==> src/rtl/wb_master_req.sv <==
// Wishbone B4 classic single-transfer master: one bus cycle per local command.
// Latency: accept at edge N, stb from N+1, response from N+2 with a zero-wait slave; response is held until rsp_ready_i.
module wb_master_req #(
  parameter int ADDR_WIDTH = 32,
  parameter int DATA_WIDTH = 32,
  parameter int TIMEOUT    = 16,
  localparam int SEL_WIDTH = DATA_WIDTH / 8
) (
  input  logic                  clk_i,
  input  logic                  rst_i,
  input  logic                  cmd_valid_i,
  output logic                  cmd_ready_o,
  input  logic                  cmd_we_i,
  input  logic [ADDR_WIDTH-1:0] cmd_adr_i,
  input  logic [DATA_WIDTH-1:0] cmd_dat_i,
  input  logic [SEL_WIDTH-1:0]  cmd_sel_i,
  output logic                  rsp_valid_o,
  input  logic                  rsp_ready_i,
  output logic [DATA_WIDTH-1:0] rsp_dat_o,
  output logic [1:0]            rsp_status_o,
  output logic                  cyc_o,
  output logic                  stb_o,
  output logic                  we_o,
  output logic [ADDR_WIDTH-1:0] adr_o,
  output logic [DATA_WIDTH-1:0] dat_o,
  output logic [SEL_WIDTH-1:0]  sel_o,
  input  logic [DATA_WIDTH-1:0] dat_i,
  input  logic                  ack_i,
  input  logic                  err_i
);

  typedef enum logic [1:0] {
    S_IDLE = 2'd0,
    S_BUS  = 2'd1,
    S_RESP = 2'd2
  } state_t;

  localparam logic [1:0] ST_OK      = 2'b00;
  localparam logic [1:0] ST_ERR     = 2'b01;
  localparam logic [1:0] ST_TIMEOUT = 2'b10;

  // Counter only needs to reach TIMEOUT-1; with TIMEOUT=0 it free-runs unused.
  localparam int CW = (TIMEOUT > 2) ? $clog2(TIMEOUT) : 1;
  localparam logic [CW-1:0] TO_LAST = CW'((TIMEOUT > 0) ? TIMEOUT - 1 : 0);

  state_t        state;
  logic [CW-1:0] cnt;
  logic          timeout_hit;

  assign cmd_ready_o = (state == S_IDLE) && !rst_i;
  assign timeout_hit = (TIMEOUT != 0) && (cnt == TO_LAST);

  always_ff @(posedge clk_i) begin
    if (rst_i) begin
      state        <= S_IDLE;
      cnt          <= '0;
      cyc_o        <= 1'b0;
      stb_o        <= 1'b0;
      we_o         <= 1'b0;
      adr_o        <= '0;
      dat_o        <= '0;
      sel_o        <= '0;
      rsp_valid_o  <= 1'b0;
      rsp_dat_o    <= '0;
      rsp_status_o <= ST_OK;
    end else begin
      case (state)
        S_IDLE: begin
          if (cmd_valid_i) begin
            we_o  <= cmd_we_i;
            adr_o <= cmd_adr_i;
            dat_o <= cmd_dat_i;
            sel_o <= cmd_sel_i;
            cyc_o <= 1'b1;
            stb_o <= 1'b1;
            cnt   <= '0;
            state <= S_BUS;
          end
        end
        S_BUS: begin
          cnt <= cnt + 1'b1;
          if (err_i || ack_i || timeout_hit) begin
            // adr_o/dat_o deliberately keep their values after the cycle ends.
            cyc_o       <= 1'b0;
            stb_o       <= 1'b0;
            we_o        <= 1'b0;
            sel_o       <= '0;
            rsp_valid_o <= 1'b1;
            state       <= S_RESP;
            if (err_i) begin
              rsp_status_o <= ST_ERR;
              rsp_dat_o    <= '0;
            end else if (ack_i) begin
              rsp_status_o <= ST_OK;
              rsp_dat_o    <= we_o ? '0 : dat_i;
            end else begin
              rsp_status_o <= ST_TIMEOUT;
              rsp_dat_o    <= '0;
            end
          end
        end
        S_RESP: begin
          if (rsp_ready_i) begin
            rsp_valid_o <= 1'b0;
            state       <= S_IDLE;
          end
        end
        default: state <= S_IDLE;
      endcase
    end
  end

endmodule
==> config.mk <==
export PLATFORM = sky130hd
export DESIGN_NAME = wb_master_req
export DESIGN_NICKNAME = d
export VERILOG_FILES = /design/src/rtl/wb_master_req.sv
export SDC_FILE = /design/constraint.sdc
export NUM_CORES = 1
export LEC_CHECK = 0
export ABC_AREA = 1
export CAP_MARGIN = 20
export CORE_ASPECT_RATIO = 1.25
export CORE_MARGIN = 5
export CORE_UTILIZATION = 43
export CTS_BUF_LIST = sky130_fd_sc_hd__clkbuf_16
export DETAILED_ROUTE_END_ITERATION = 10
export GPL_TIMING_DRIVEN = 0
export PLACE_DENSITY = 0.86
export SLEW_MARGIN = 25
export SYNTH_ARGS = -nofsm -noshare
export SYNTH_HDL_FRONTEND = slang
export SYNTH_SLANG_ARGS = --single-unit
==> constraint.sdc <==
create_clock -name clk_i -period 4 [get_ports clk_i]
set_clock_uncertainty 0.15 [all_clocks]
set_input_delay 0.8 -clock clk_i [delete_from_list [all_inputs] [get_ports clk_i]]
set_output_delay 0.8 -clock clk_i [all_outputs]
set_load 0.005 [all_outputs]
; Word level (Yosys, flattened, before mapping)
; Cells that the tools add are included.
[totals]
reg_bits = 111
elab_cells = 52
[op_classes]
eq_ne = 6
add_sub_neg = 1
n_reduce_logical = 13
n_mux = 22
[op_table]
columns = cell, n
row1 = $mux W32, 3
row2 = $pmux W4 S2, 2
row3 = $mux W4, 3
row4 = $mux W2, 5
row5 = $reduce_and A3 Y1, 3
row6 = $ne A2 B2 Y1 const B, 3
row7 = $pmux W1 S2, 3
row8 = $pmux W2 S3, 1
row9 = $reduce_and A2 Y1, 3
row10 = $mux W1, 5
row11 = $add A4 B1 Y4 const B, 1
row12 = $eq A4 B4 Y1 const B, 1
row13 = $reduce_bool A2 Y1, 2
row14 = $eq A2 B1 Y1 const B, 1
row15 = $eq A2 B2 Y1 const B, 1
row16 = $logic_not A2 Y1, 1
row17 = $logic_or A1 B1 Y1, 2
row18 = $logic_and A1 B1 Y1, 1
row19 = $logic_not A1 Y1, 1

; Longest topological paths before layout
[logic_depth]
word_depth = 4
mapped_depth = 8
mapped_depth_nobuf = 7

; Worst setup path before layout
; No wires, ideal clock.
[synth_timing]
kind = input to output
startpoint = input port rst_i
endpoint = output port cmd_ready_o
path_buffers = 1
required_ns = 3.050
path_slack_ns = 1.809
cell_stages = 2
arrival_time_ns = 1.241
cell_sequence = clkbuf_1 > nor2_1
[synth_via]
elab_chain_cells = 2
[synth_rtl]
columns = element, line_no
row1 = "start, declared", 10  ; input logic rst_i,
row2 = $logic_not A1 Y1, 50  ; assign cmd_ready_o = (state == S_IDLE) && !rst_i;
row3 = $logic_and A1 B1 Y1, 50
row4 = "end, declared", 12  ; output logic cmd_ready_o,
; No other way between the ends.

; Worst setup path after layout
; Ends and elaborated chain as after synthesis.

==> impl_metrics.env <==
export IMPL_synthMostInstantiatedCell="nor2_1"
export IMPL_slew_headroom_pct=60.9
export IMPL_worstReg2RegStart="cnt[0]"
export IMPL_postSynthNetCount=674
export IMPL_drtIter0Drc=137
export IMPL_powerDensity_nw_per_um2=404
export IMPL_holdCritPathClass="reg2reg"
export IMPL_clk_pin_slew_ns=0.07
export IMPL_yosysSeqAreaShare_pct=51.3
export IMPL_vias=4424
export IMPL_startpoint_type="primary input"
export IMPL_crit_type="in2out"
export IMPL_layout_nets=898
export IMPL_core_area_um2=10000
export IMPL_viasPerCell=4.79
export IMPL_min_from="rsp_status_o[0]"
export IMPL_synth_edf_count=0
export IMPL_numCtsBuffers=9
export IMPL_post_cts_resized=0
export IMPL_cts_sinks=111
export IMPL_grt_max_degree=18
export IMPL_grt_pass1_vias=4539
export IMPL_slowest_stage="clkdlybuf4s50_1"
export IMPL_syn_inst=566
export IMPL_syn2layout_area_growth_pct=60.7
export IMPL_fp_dieArea_um2=12200
export IMPL_portBuffers=213
export IMPL_hpwl_mm=10.6
export IMPL_cap_violations=0
export IMPL_yosysTopAreaCell="dfxtp_1"
export IMPL_path_buf_inv=3
export IMPL_synth_async_sr_flop_share_pct=0
export IMPL_finalHoldViolations=0
export IMPL_cts_tree="done"
export IMPL_num_rows=41
export IMPL_r2r_slack_ns=2.36
export IMPL_postRouteAntennaNets=0
export IMPL_die_w_um=99.8
export IMPL_avgSynthCellArea_um2=7.66
export IMPL_fmax_ghz=0.291
export IMPL_path_cells="clkdlybuf4s50_1 > clkbuf_1 > nor2_1 > clkdlybuf4s50_1"
export IMPL_synth_top_cell_area_share_pct=51.3
export IMPL_outcome="finished clean"
export IMPL_overflow=0
export IMPL_cpPeakStageDelay_ns=0.59
export IMPL_routedWlPerCell_um=14.5
export IMPL_synth_area_um2=4330
export IMPL_fillCellCount=816
export IMPL_ys_top_cells_by_count="233 x nor2_1, 111 x dfxtp_1, 83 x o21ai_0"
export IMPL_holdPathEnd="rsp_status_o[0]"
export IMPL_layout_cells_non_filler=924
export IMPL_antenna_cells=0
export IMPL_path_max_fanout=10
export IMPL_ff_latch_area_um2=2220
export IMPL_layout_drive_gt1_share_pct=7.55
export IMPL_hold_path_depth=2
export IMPL_yosys_warnings=0
export IMPL_synth_cell_types=27
export IMPL_crit_family="buffers and inverters"
export IMPL_grt_first_pass_wirelength_mm=21.2
export IMPL_cp_data_arrival_time_ns=2.49
export IMPL_hold_buffers=0
export IMPL_start_util_pct=43.3
export IMPL_ir_drop_mv=0.237
export IMPL_synthTopCellsByArea="dfxtp_1 51%, nor2_1 20%, o21ai_0 9.6%, buf_6 4.4%, inv_1 3.0%"
export IMPL_clock_latency_ns=0.34
export IMPL_grt_total_usage_pct=21.9
export IMPL_synth_flop_cell="dfxtp_1"
export IMPL_totalWireLength_mm=13.4
export IMPL_tightestPinTransition_ns=0.587
export IMPL_ioPinCount=214
export IMPL_clk_path_buf_depth=2
export IMPL_r2r_cells=7
export IMPL_setup_violations=0
export IMPL_end_kind="primary output"
export IMPL_grt_setup_unrepaired="false"
export IMPL_post_cts_buffers=0
export IMPL_antenna_found_initial=0
export IMPL_r2r_end="rsp_dat_o[30]"
export IMPL_cts_root_buf="clkbuf_16"
export IMPL_dpl_cell_count=908
export IMPL_tns_ns=0
export IMPL_synth_seq_cells=111
export IMPL_worstPathRequired_ns=3.05
export IMPL_layout_min_cycle_time_ns=3.44
export IMPL_die_y_um=122
export IMPL_dr_pass1_iters=5
export IMPL_drc=0
export IMPL_cts_max_level=3
export IMPL_multi_input_area_um2=1670
export IMPL_timing_final_crit_share_pct=85.9
export IMPL_whs_ns=0.313
export IMPL_p_leak_uw=0.00290
export IMPL_cp_common_cell="clkdlybuf4s50_1"
export IMPL_slew_viol_final=0
export IMPL_gp_congestion=0.891
-- layout make-up --
cell class,instances,share of cell area (%)
Multi-Input combinational cell,379,24.0
Sequential cell,111,31.9
Timing Repair Buffer,213,30.6
Buffer,36,4.01
Tap cell,129,2.32
Clock inverter,7,1.60
Inverter,40,2.28
Clock buffer,9,3.23
-- placed cells by master, fill, tap and decap left out, drive strengths merged --
cell type,count
nand4,1
clkinv,5
nand2,20
a21oi,13
o21ai,98
ha,1
o21a,1
nor2,235
buf,23
clkbuf,22
nand3b,1
nand3,9
clkdlybuf4s50,213
inv,39
dfxtp,111
bufinv,3
-- per-stage QoR --
step	setup slack (ns)	area [um2]	total power, uW	util [%]
final	0.562	6960	2820	69.6
after global routing	0.489	6960	2950	69.6
after CTS	0.545	6960	2850	69.6
after detailed placement	0.555	6630	1850	66.2
after global placement	0.605	6630	1830	66.2
after floorplan	1.81	4330	1490	-
-- flip-flops by register name, indices dropped and copies added, names as in the netlist --
name	cells
stb_o	1
cnt	4
sel_o	4
state	2
rsp_status_o	2
dat_o	32
adr_o	32
we_o	1
rsp_valid_o	1
rsp_dat_o	32
-- how the worst max path moves through the flow --
stage	from	endpoint	slack, ns	cells past startpoint
finish	rst_i	cmd_ready_o	0.56	4
global route	rst_i	cmd_ready_o	0.49	4
CTS	rst_i	cmd_ready_o	0.54	4
detailed placement	rst_i	cmd_ready_o	0.55	4
global placement	rst_i	cmd_ready_o	0.60	4
floorplan	rst_i	cmd_ready_o	1.81	2
-- logic make-up (layout without fill, tap and decap cells) --
| kind of cell | after synthesis | count (layout) | synth area share, % |
|---|---|---|---|
| compound gates | 112 | 112 | 13.5 |
| fa+ha+maj | 1 | 1 | 0.289 |
| buf+inv | 76 | 305 | 10.1 |
| flops | 111 | 111 | 51.3 |
| simple gates | 266 | 266 | 24.8 |
-- layer usage --
layer | track usage [%] | vias up | wire length (um)
li1 | - | 2218 | -
met1 | 22.6 | 1979 | 4900
met2 | 38.5 | 202 | 6550
met3 | 10.1 | 25 | 1600
met4 | 8.20 | 0 | 348
met5 | 0 | - | 0
-- report_power, final --
group	internal (uW)	switching (uW)
Combinational	337	240
Sequential	1200	47.6
Clock	608	387
-- worst reg2reg max path, cell delays in order, from the launching register on --
cell      delay, ns
dfxtp_1        0.40
ha_1           0.21
nand3_1        0.08
nand2_1        0.10
nand2_2        0.11
clkbuf_2       0.19
o21ai_0        0.21
nor2_1         0.08
Power figures use the tool's default switching activity.
